--- config.mk ---
export PLATFORM = sky130hd
export DESIGN_NAME = demux_1_to_2_reg
export DESIGN_NICKNAME = d
export VERILOG_FILES = /design/src/rtl/demux_1_to_2_reg.sv
export SDC_FILE = /design/constraint.sdc
export NUM_CORES = 1
export LEC_CHECK = 0
export ABC_AREA = 0
export CAP_MARGIN = 20
export CELL_PAD_IN_SITES_DETAIL_PLACEMENT = 1
export CELL_PAD_IN_SITES_GLOBAL_PLACEMENT = 2
export CORE_MARGIN = 2
export CORE_UTILIZATION = 25
export DETAILED_ROUTE_END_ITERATION = 10
export GPL_TIMING_DRIVEN = 0
export PLACE_DENSITY = 0.89
export SLEW_MARGIN = 5
export SYNTH_ARGS = -nofsm -noshare
export SYNTH_HDL_FRONTEND = slang
export SYNTH_SLANG_ARGS = --single-unit
--- constraint.sdc ---
create_clock -name clk -period 1.8 [get_ports clk]
set_clock_uncertainty 0.1 [all_clocks]
set_input_delay 0.36 -clock clk [delete_from_list [all_inputs] [get_ports clk]]
set_output_delay 0.36 -clock clk [all_outputs]
set_load 0.005 [all_outputs]
--- src/rtl/demux_1_to_2_reg.sv ---
// demux_1_to_2_reg
// Registered 1-to-2 demultiplexer for a valid/ready stream. Each accepted word
// is steered to output 0 or output 1 by in_sel, which travels with the word.
// Each output has its own one-entry holding slot, so a stalled sink only blocks
// words addressed to it.
//
// Ports:
//   clk, rst                 clock; synchronous active-high reset
//   in_data/in_sel/in_valid  input word, its destination, and its valid flag
//   in_ready                 input word is accepted this cycle
//   outX_data/outX_valid     registered output word and its valid flag (X=0,1)
//   outX_ready               sink X takes the word this cycle
//   cnt0, cnt1               words delivered per output, wrapping modulo 2^CNT_W
module demux_1_to_2_reg #(
  parameter int W     = 8,
  parameter int CNT_W = 8
) (
  input  logic             clk,
  input  logic             rst,
  input  logic [W-1:0]     in_data,
  input  logic             in_sel,
  input  logic             in_valid,
  output logic             in_ready,
  output logic [W-1:0]     out0_data,
  output logic             out0_valid,
  input  logic             out0_ready,
  output logic [W-1:0]     out1_data,
  output logic             out1_valid,
  input  logic             out1_ready,
  output logic [CNT_W-1:0] cnt0,
  output logic [CNT_W-1:0] cnt1
);

  typedef enum logic {
    SLOT_EMPTY = 1'b0,
    SLOT_FULL  = 1'b1
  } slot_e;

  slot_e            st_q   [2];
  slot_e            st_d   [2];
  logic [W-1:0]     data_q [2];
  logic [W-1:0]     data_d [2];
  logic [CNT_W-1:0] cnt_q  [2];
  logic [CNT_W-1:0] cnt_d  [2];

  logic [1:0] out_ready;
  logic [1:0] acc;
  logic [1:0] xfer;

  assign out_ready = {out1_ready, out0_ready};

  always_comb begin
    // The addressed slot can take a word if it is empty or is being drained
    // this same edge; the other slot's state is irrelevant.
    in_ready = !rst && ((st_q[in_sel] == SLOT_EMPTY) || out_ready[in_sel]);
    acc  = '0;
    xfer = '0;
    for (int unsigned i = 0; i < 2; i++) begin
      st_d[i]   = st_q[i];
      data_d[i] = data_q[i];
      cnt_d[i]  = cnt_q[i];

      xfer[i] = (st_q[i] == SLOT_FULL) && out_ready[i];
      acc[i]  = in_valid && in_ready && (in_sel == i[0]);

      if (xfer[i]) begin
        cnt_d[i] = cnt_q[i] + 1'b1;
      end

      // Accept wins over drain: a simultaneous transfer and accept keeps the
      // slot full with the new word, giving one word per cycle with no bubble.
      if (acc[i]) begin
        st_d[i]   = SLOT_FULL;
        data_d[i] = in_data;
      end else if (xfer[i]) begin
        st_d[i] = SLOT_EMPTY;
      end
    end
  end

  always_ff @(posedge clk) begin
    if (rst) begin
      for (int unsigned i = 0; i < 2; i++) begin
        st_q[i]   <= SLOT_EMPTY;
        data_q[i] <= '0;
        cnt_q[i]  <= '0;
      end
    end else begin
      for (int unsigned i = 0; i < 2; i++) begin
        st_q[i]   <= st_d[i];
        data_q[i] <= data_d[i];
        cnt_q[i]  <= cnt_d[i];
      end
    end
  end

  assign out0_valid = (st_q[0] == SLOT_FULL);
  assign out1_valid = (st_q[1] == SLOT_FULL);
  assign out0_data  = data_q[0];
  assign out1_data  = data_q[1];
  assign cnt0       = cnt_q[0];
  assign cnt1       = cnt_q[1];

endmodule

==> flow_summary.toml, run 1 <==
[status]
run_status = "complete, no violations"

[drt]
remaining_drc_errors = 0
wl_microns = 4070
drt_iter0_drc = 56
first_pass_iters = 4
num_vias = 1444
avgRoutedWirePerCell_microns = 13.8
ant_nets = 0
vias_per_cell = 4.91

[worst_setup_path]
worstPathMaxFanout = 7
slowest_delay_ps = 540
critPathKind = "reg2out"
cp.buffers_inverters = 1
cp-end-kind = "primary output"
path_cells = "clkdlybuf4s50_1"
cp_data_arrival_time_ps = 1260
crit_family = "buffers and inverters"
critical_path.startpoint_type = "register"
cp.required_ps = 1340
crit_path_top_delay_cell = "clkdlybuf4s50_1"

[synth]
ys_ff_latch = 34
post_synth_num_cell_types = 27
post-synth-top-area-cell = "dfxtp_1"
yosysWarnings = 0
ys_seq_area_share_pct = 48.1
synth_nets = 182
syn_area_sq_mm = 0.00142
synth_top_area_share_pct = 48.1
synthCells = 166
synth-async-reset-ratio_pct = 0
yosysMostFrequentCell = "dfxtp_1"
yosys-top-cells-area = "dfxtp_1, a21oi_1, o21ai_0, nand3_1, or3_1"
synth-edff-count = 0
avgSynthCellArea_sq_um = 8.52
synthTopCellsByCount = "dfxtp_1, a21oi_1, o21ai_0, nand3_1"
synth_ff_type = "dfxtp_1"

[sta]
period_needed_ps = 1720
hold_violations = 0
max_slew_margin_pct = 65.1
fmax_mhz = 583
finalMaxSlewViolations = 0
setup_viol = 0
finalCritPeriodShare_pct = 95.3
tightest_slew_ps = 524
setup_slack_ps = 84.7
rsz0062_at_grt = "no"

[clock_network]
cts.path.max_buffers = 2
clkLatencyLatePin_ps = 290
htree_num_levels = 2
cts.sinks = 34
clock-root-buffer = "clkbuf_8"
cts_tree = "yes"
numCtsBuffers = 5
clk_pin_slew_ps = 70
cts_hold_buf = 0

[global_routing]
grt_pass1_wl_microns = 6890
grt_pass1_vias = 1488
gr-total-overflow = 0
grt_max_degree = 12
grtUsageTotal_pct = 13.8
antenna_found_initial = 0

[floorplanning]
row_count = 27
die-width_microns = 79.2
die_h_microns = 79.2
die_area_sq_mm = 0.00628
coreArea_sq_mm = 0.00547
start_util_pct = 25.9
pin_count = 49

[job]
maxCapViolations = 0

[finish]
multiInputGateArea_sq_um = 706
fin_util_pct = 39.0
fin_area_sq_mm = 0.00213
fillers = 675
nets = 237
final_cells = 294
diodes = 0
area_delta_synth_final_pct = 50.8
drive_gt1_share_pct = 11.7
seq_area_sq_um = 683

[placement]
dp.cells = 286
placed_area_sq_mm = 0.00199
gp_congestion = 0.756
dp_hpwl_microns = 3010
place_ws_ps = -1050
io_buffers = 48

[power_and_ir_drop]
p_total_mw = 1.60
power_density_mw_per_mm2 = 751
vdd.ir_drop.worst_v = 0.000315
leakagePower_nw = 0.700

[hold_path]
hp-class = "reg2reg"
-- area by class of cell --
cell class                 instances  share of cell area, %
multi-input combinational        119                   33.1
buffer                             6                   1.52
inverter                           4                  0.703
clock inverter                     3                   1.88
sequential                        34                   32.0
tap                               72                   4.22
timing repair buffer              51                   23.4
clock buffer                       5                   3.22
-- layer usage --
metal / routed length (microns) / GRT usage (%)
met1: 1870 / 16.9
met2: 1940 / 23.2
met3: 194 / 4.09
met4: 53 / 4.31
met5: 0 / 0
-- repair_timing --
| item | in CTS | in global routing |
|---|---|---|
| pin swaps | 1 | 0 |
| resized for setup | 20 | 1 |
| setup buffers | 3 | 0 |
| endpoints found under the setup margin | 6 | 9 |
-- flip-flops by register name, indices dropped and copies added, names as in the netlist --
register / count
st_q: 2
cnt_q: 16
data_q: 16
-- layout by cell type, fill, tap and decap left out, types with 4 or more instances in the layout --
master	count
a21oi_1	30
buf_1	4
clkbuf_8	6
clkdlybuf4s50_1	43
dfxtp_1	32
inv_1	4
nand2_1	6
nand3_1	22
nor2_1	5
o21ai_0	23
or3_1	6
-- cells by family after synthesis --
family / after synthesis / synth area share, %
compound gates: 57 / 20.9
xor+xnor: 4 / 2.48
fa+ha+maj: 2 / 1.77
buf+inv: 13 / 3.45
flops: 34 / 48.1
simple gates: 56 / 23.3
-- report_power, final --
part | internal, mW | switching [mW] | total (mW)
clock network | 0.407 | 0.280 | 0.687
logic | 0.0729 | 0.0636 | 0.136
registers | 0.767 | 0.0113 | 0.779
total | 1.25 | 0.355 | 1.60
-- stage by stage --
stage	TNS, ps	hold WS (ps)
6_report	0	377
5_1_grt	0	411
4_1_cts	0	379
3_5_place_dp	-9410	370
3_3_place_gp	-7880	363
2_1_floorplan	0	368
-- final timing paths --
path / slack (ps) / from / to / depth (start not counted)
setup / recovery: 80 / cnt_q[0][11]$_SDFFE_PP0P_ / cnt1[3] / 1
hold / removal: 380 / data_q[0][15]$_SDFFE_PP0P_ / data_q[0][15]$_SDFFE_PP0P_ / 2
setup reg to reg: 340 / cnt_q[0][0]$_SDFFE_PP0P_ / cnt_q[0][4]$_SDFFE_PP0P_ / 4
hold reg to reg: 380 / data_q[0][15]$_SDFFE_PP0P_ / data_q[0][15]$_SDFFE_PP0P_ / 2
Power figures use the tool's default switching activity.
==> inputs of run 2 (changes only) <==
- CORE_MARGIN: 2 -> default
- RECOVER_POWER: default -> 25
==> run 2 against run 1 <==
Hold slack improved by 2.3 ps; core utilization decreased by 0.43 points; clock-buffer cell count increased by 2.
==> flow_summary.toml, run 2 (synthesis gave the netlist of run 1 again) <==
[placement]
placed_area_sq_mm = 0.00199
io_buffers = 48
place_ws_ps = -1030
dp_hpwl_microns = 2870
gp_congestion = 0.701

[worst_setup_path]
path_depth = 3
crit_family = "flip-flops"
crit_end = "in_ready"
cp_data_arrival_time_ps = 1250
worstPathMaxFanout = 8
crit_path_top_delay_cell = "dfxtp_2"
critical_path.startpoint_type = "register"
r2r-start = "st_q[0]$_SDFF_PP0_"
r2r_cells = 3
cp.buffers_inverters = 1
cp-end-kind = "primary output"
path_cells = "and2b_2 > a211oi_2 > buf_2"
r2r_slack_ps = 300
reg2reg_to = "cnt_q[0][7]$_SDFFE_PP0P_"
slowest_delay_ps = 360
startpoint = "st_q[1]$_SDFF_PP0_"
cp.required_ps = 1340
critPathKind = "reg2out"

[power_and_ir_drop]
vdd.ir_drop.worst_v = 0.000367
leakagePower_nw = 0.699
power_density_mw_per_mm2 = 709

[sta]
finalCritPeriodShare_pct = 95.2
rsz0062_at_grt = "no"
tightest_slew_ps = 514
setup_viol = 0
fmax_mhz = 584
finalMaxSlewViolations = 0
hold_violations = 0
setup_slack_ps = 86.9
period_needed_ps = 1710
max_slew_margin_pct = 65.7

[finish]
multiInputGateArea_sq_um = 701
largest_registers = "cnt_q (16), data_q (16), st_q (2)"
diodes = 0
fillers = 668
final_common_cell = "clkdlybuf4s50_1"
fin_area_sq_mm = 0.00211
nets = 237
seq_area_sq_um = 684
area_delta_synth_final_pct = 49.2
drive_gt1_share_pct = 10.4
mostFrequentLayoutCells = "clkdlybuf4s50_1, dfxtp_1, a21oi_1"

[global_routing]
antenna_found_initial = 0
grt_max_degree = 11
grt_pass1_wl_microns = 6710
grt_pass1_vias = 1441
grtUsageTotal_pct = 14.1
gr-total-overflow = 0

[floorplanning]
row_count = 27
start_util_pct = 25.9
die_area_sq_mm = 0.00597
pin_count = 49
die-width_microns = 77.2
coreArea_sq_mm = 0.00547
die_h_microns = 77.2

[clock_network]
clkLatencyLatePin_ps = 280
cts_hold_buf = 0
htree_num_levels = 2
cts_tree = "yes"
clk_pin_slew_ps = 70
numCtsBuffers = 5
cts.sinks = 34
cts.path.max_buffers = 2
clock-root-buffer = "clkbuf_8"

[drt]
avgRoutedWirePerCell_microns = 13.5
num_vias = 1447
wl_microns = 3960
drt_iter0_drc = 54
vias_per_cell = 4.92
first_pass_iters = 4
ant_nets = 0
remaining_drc_errors = 0

[job]
maxCapViolations = 0

[status]
run_status = "complete, no violations"

[hold_path]
hp-class = "reg2reg"
-- run 2: worst min path at each step --
stage,end,cells after the start,start,slack [ps]
after global routing,data_q[0][8]$_SDFFE_PP0P_,2,data_q[0][8]$_SDFFE_PP0P_,420
after CTS,data_q[0][14]$_SDFFE_PP0P_,2,data_q[0][14]$_SDFFE_PP0P_,390
after detailed placement,data_q[0][2]$_SDFFE_PP0P_,2,data_q[0][2]$_SDFFE_PP0P_,370
after global placement,data_q[0][15]$_SDFFE_PP0P_,2,data_q[0][15]$_SDFFE_PP0P_,360
final,data_q[0][14]$_SDFFE_PP0P_,2,data_q[0][14]$_SDFFE_PP0P_,380
after floorplan,cnt_q[0][15]$_SDFFE_PP0P_,2,cnt_q[0][15]$_SDFFE_PP0P_,370
-- run 2: area by class of cell --
type	instances	area share [%]
buffer	6	1.48
clock inverter	1	0.237
timing repair buffer	51	23.6
clock buffer	7	4.09
tap	72	4.27
sequential	34	32.4
multi-input combinational	119	33.2
inverter	4	0.711
-- run 2: power by group --
part           total [mW]  leakage (nW)  switching [mW]  internal [mW]
logic               0.135         0.374          0.0623         0.0729
clock network       0.582        0.0482           0.274          0.309
registers           0.778         0.277          0.0109          0.767
total                1.50         0.699           0.347           1.15
-- run 2: through the flow --
| step | power, mW | instances | setup TNS [ps] | hold slack (ps) | util [%] |
|---|---|---|---|---|---|
| CTS | 1.52 | 294 | 0 | 385 | 38.5 |
| global placement | 0.926 | 286 | -8500 | 363 | 36.3 |
| detailed placement | 0.926 | 286 | -9600 | 375 | 36.3 |
| global route | 1.56 | 294 | 0 | 417 | 38.6 |
| floorplan | 0.840 | 166 | 0 | 368 | - |
| finish | 1.50 | 294 | 0 | 380 | 38.6 |
-- run 2: what timing repair did --
item                                    4_1_cts  5_1_grt
endpoints found under the setup margin        6       18
resized for setup                            18        6
buffers inserted                              2        1
-- run 2: per-layer routing --
layer,global-route usage [%],part of all wire (%),vias to the layer above
met3,3.81,4.6,8
met1,18.1,46,685
met2,22.5,48,39
li1,-,-,715
met4,5.28,1.6,0
met5,0,0,-
-- run 2: worst register-to-register path: stages, from the launching register on --
cell	delay, ps
dfxtp_2	420
nand4_1	240
or4_1	530
a21oi_1	150
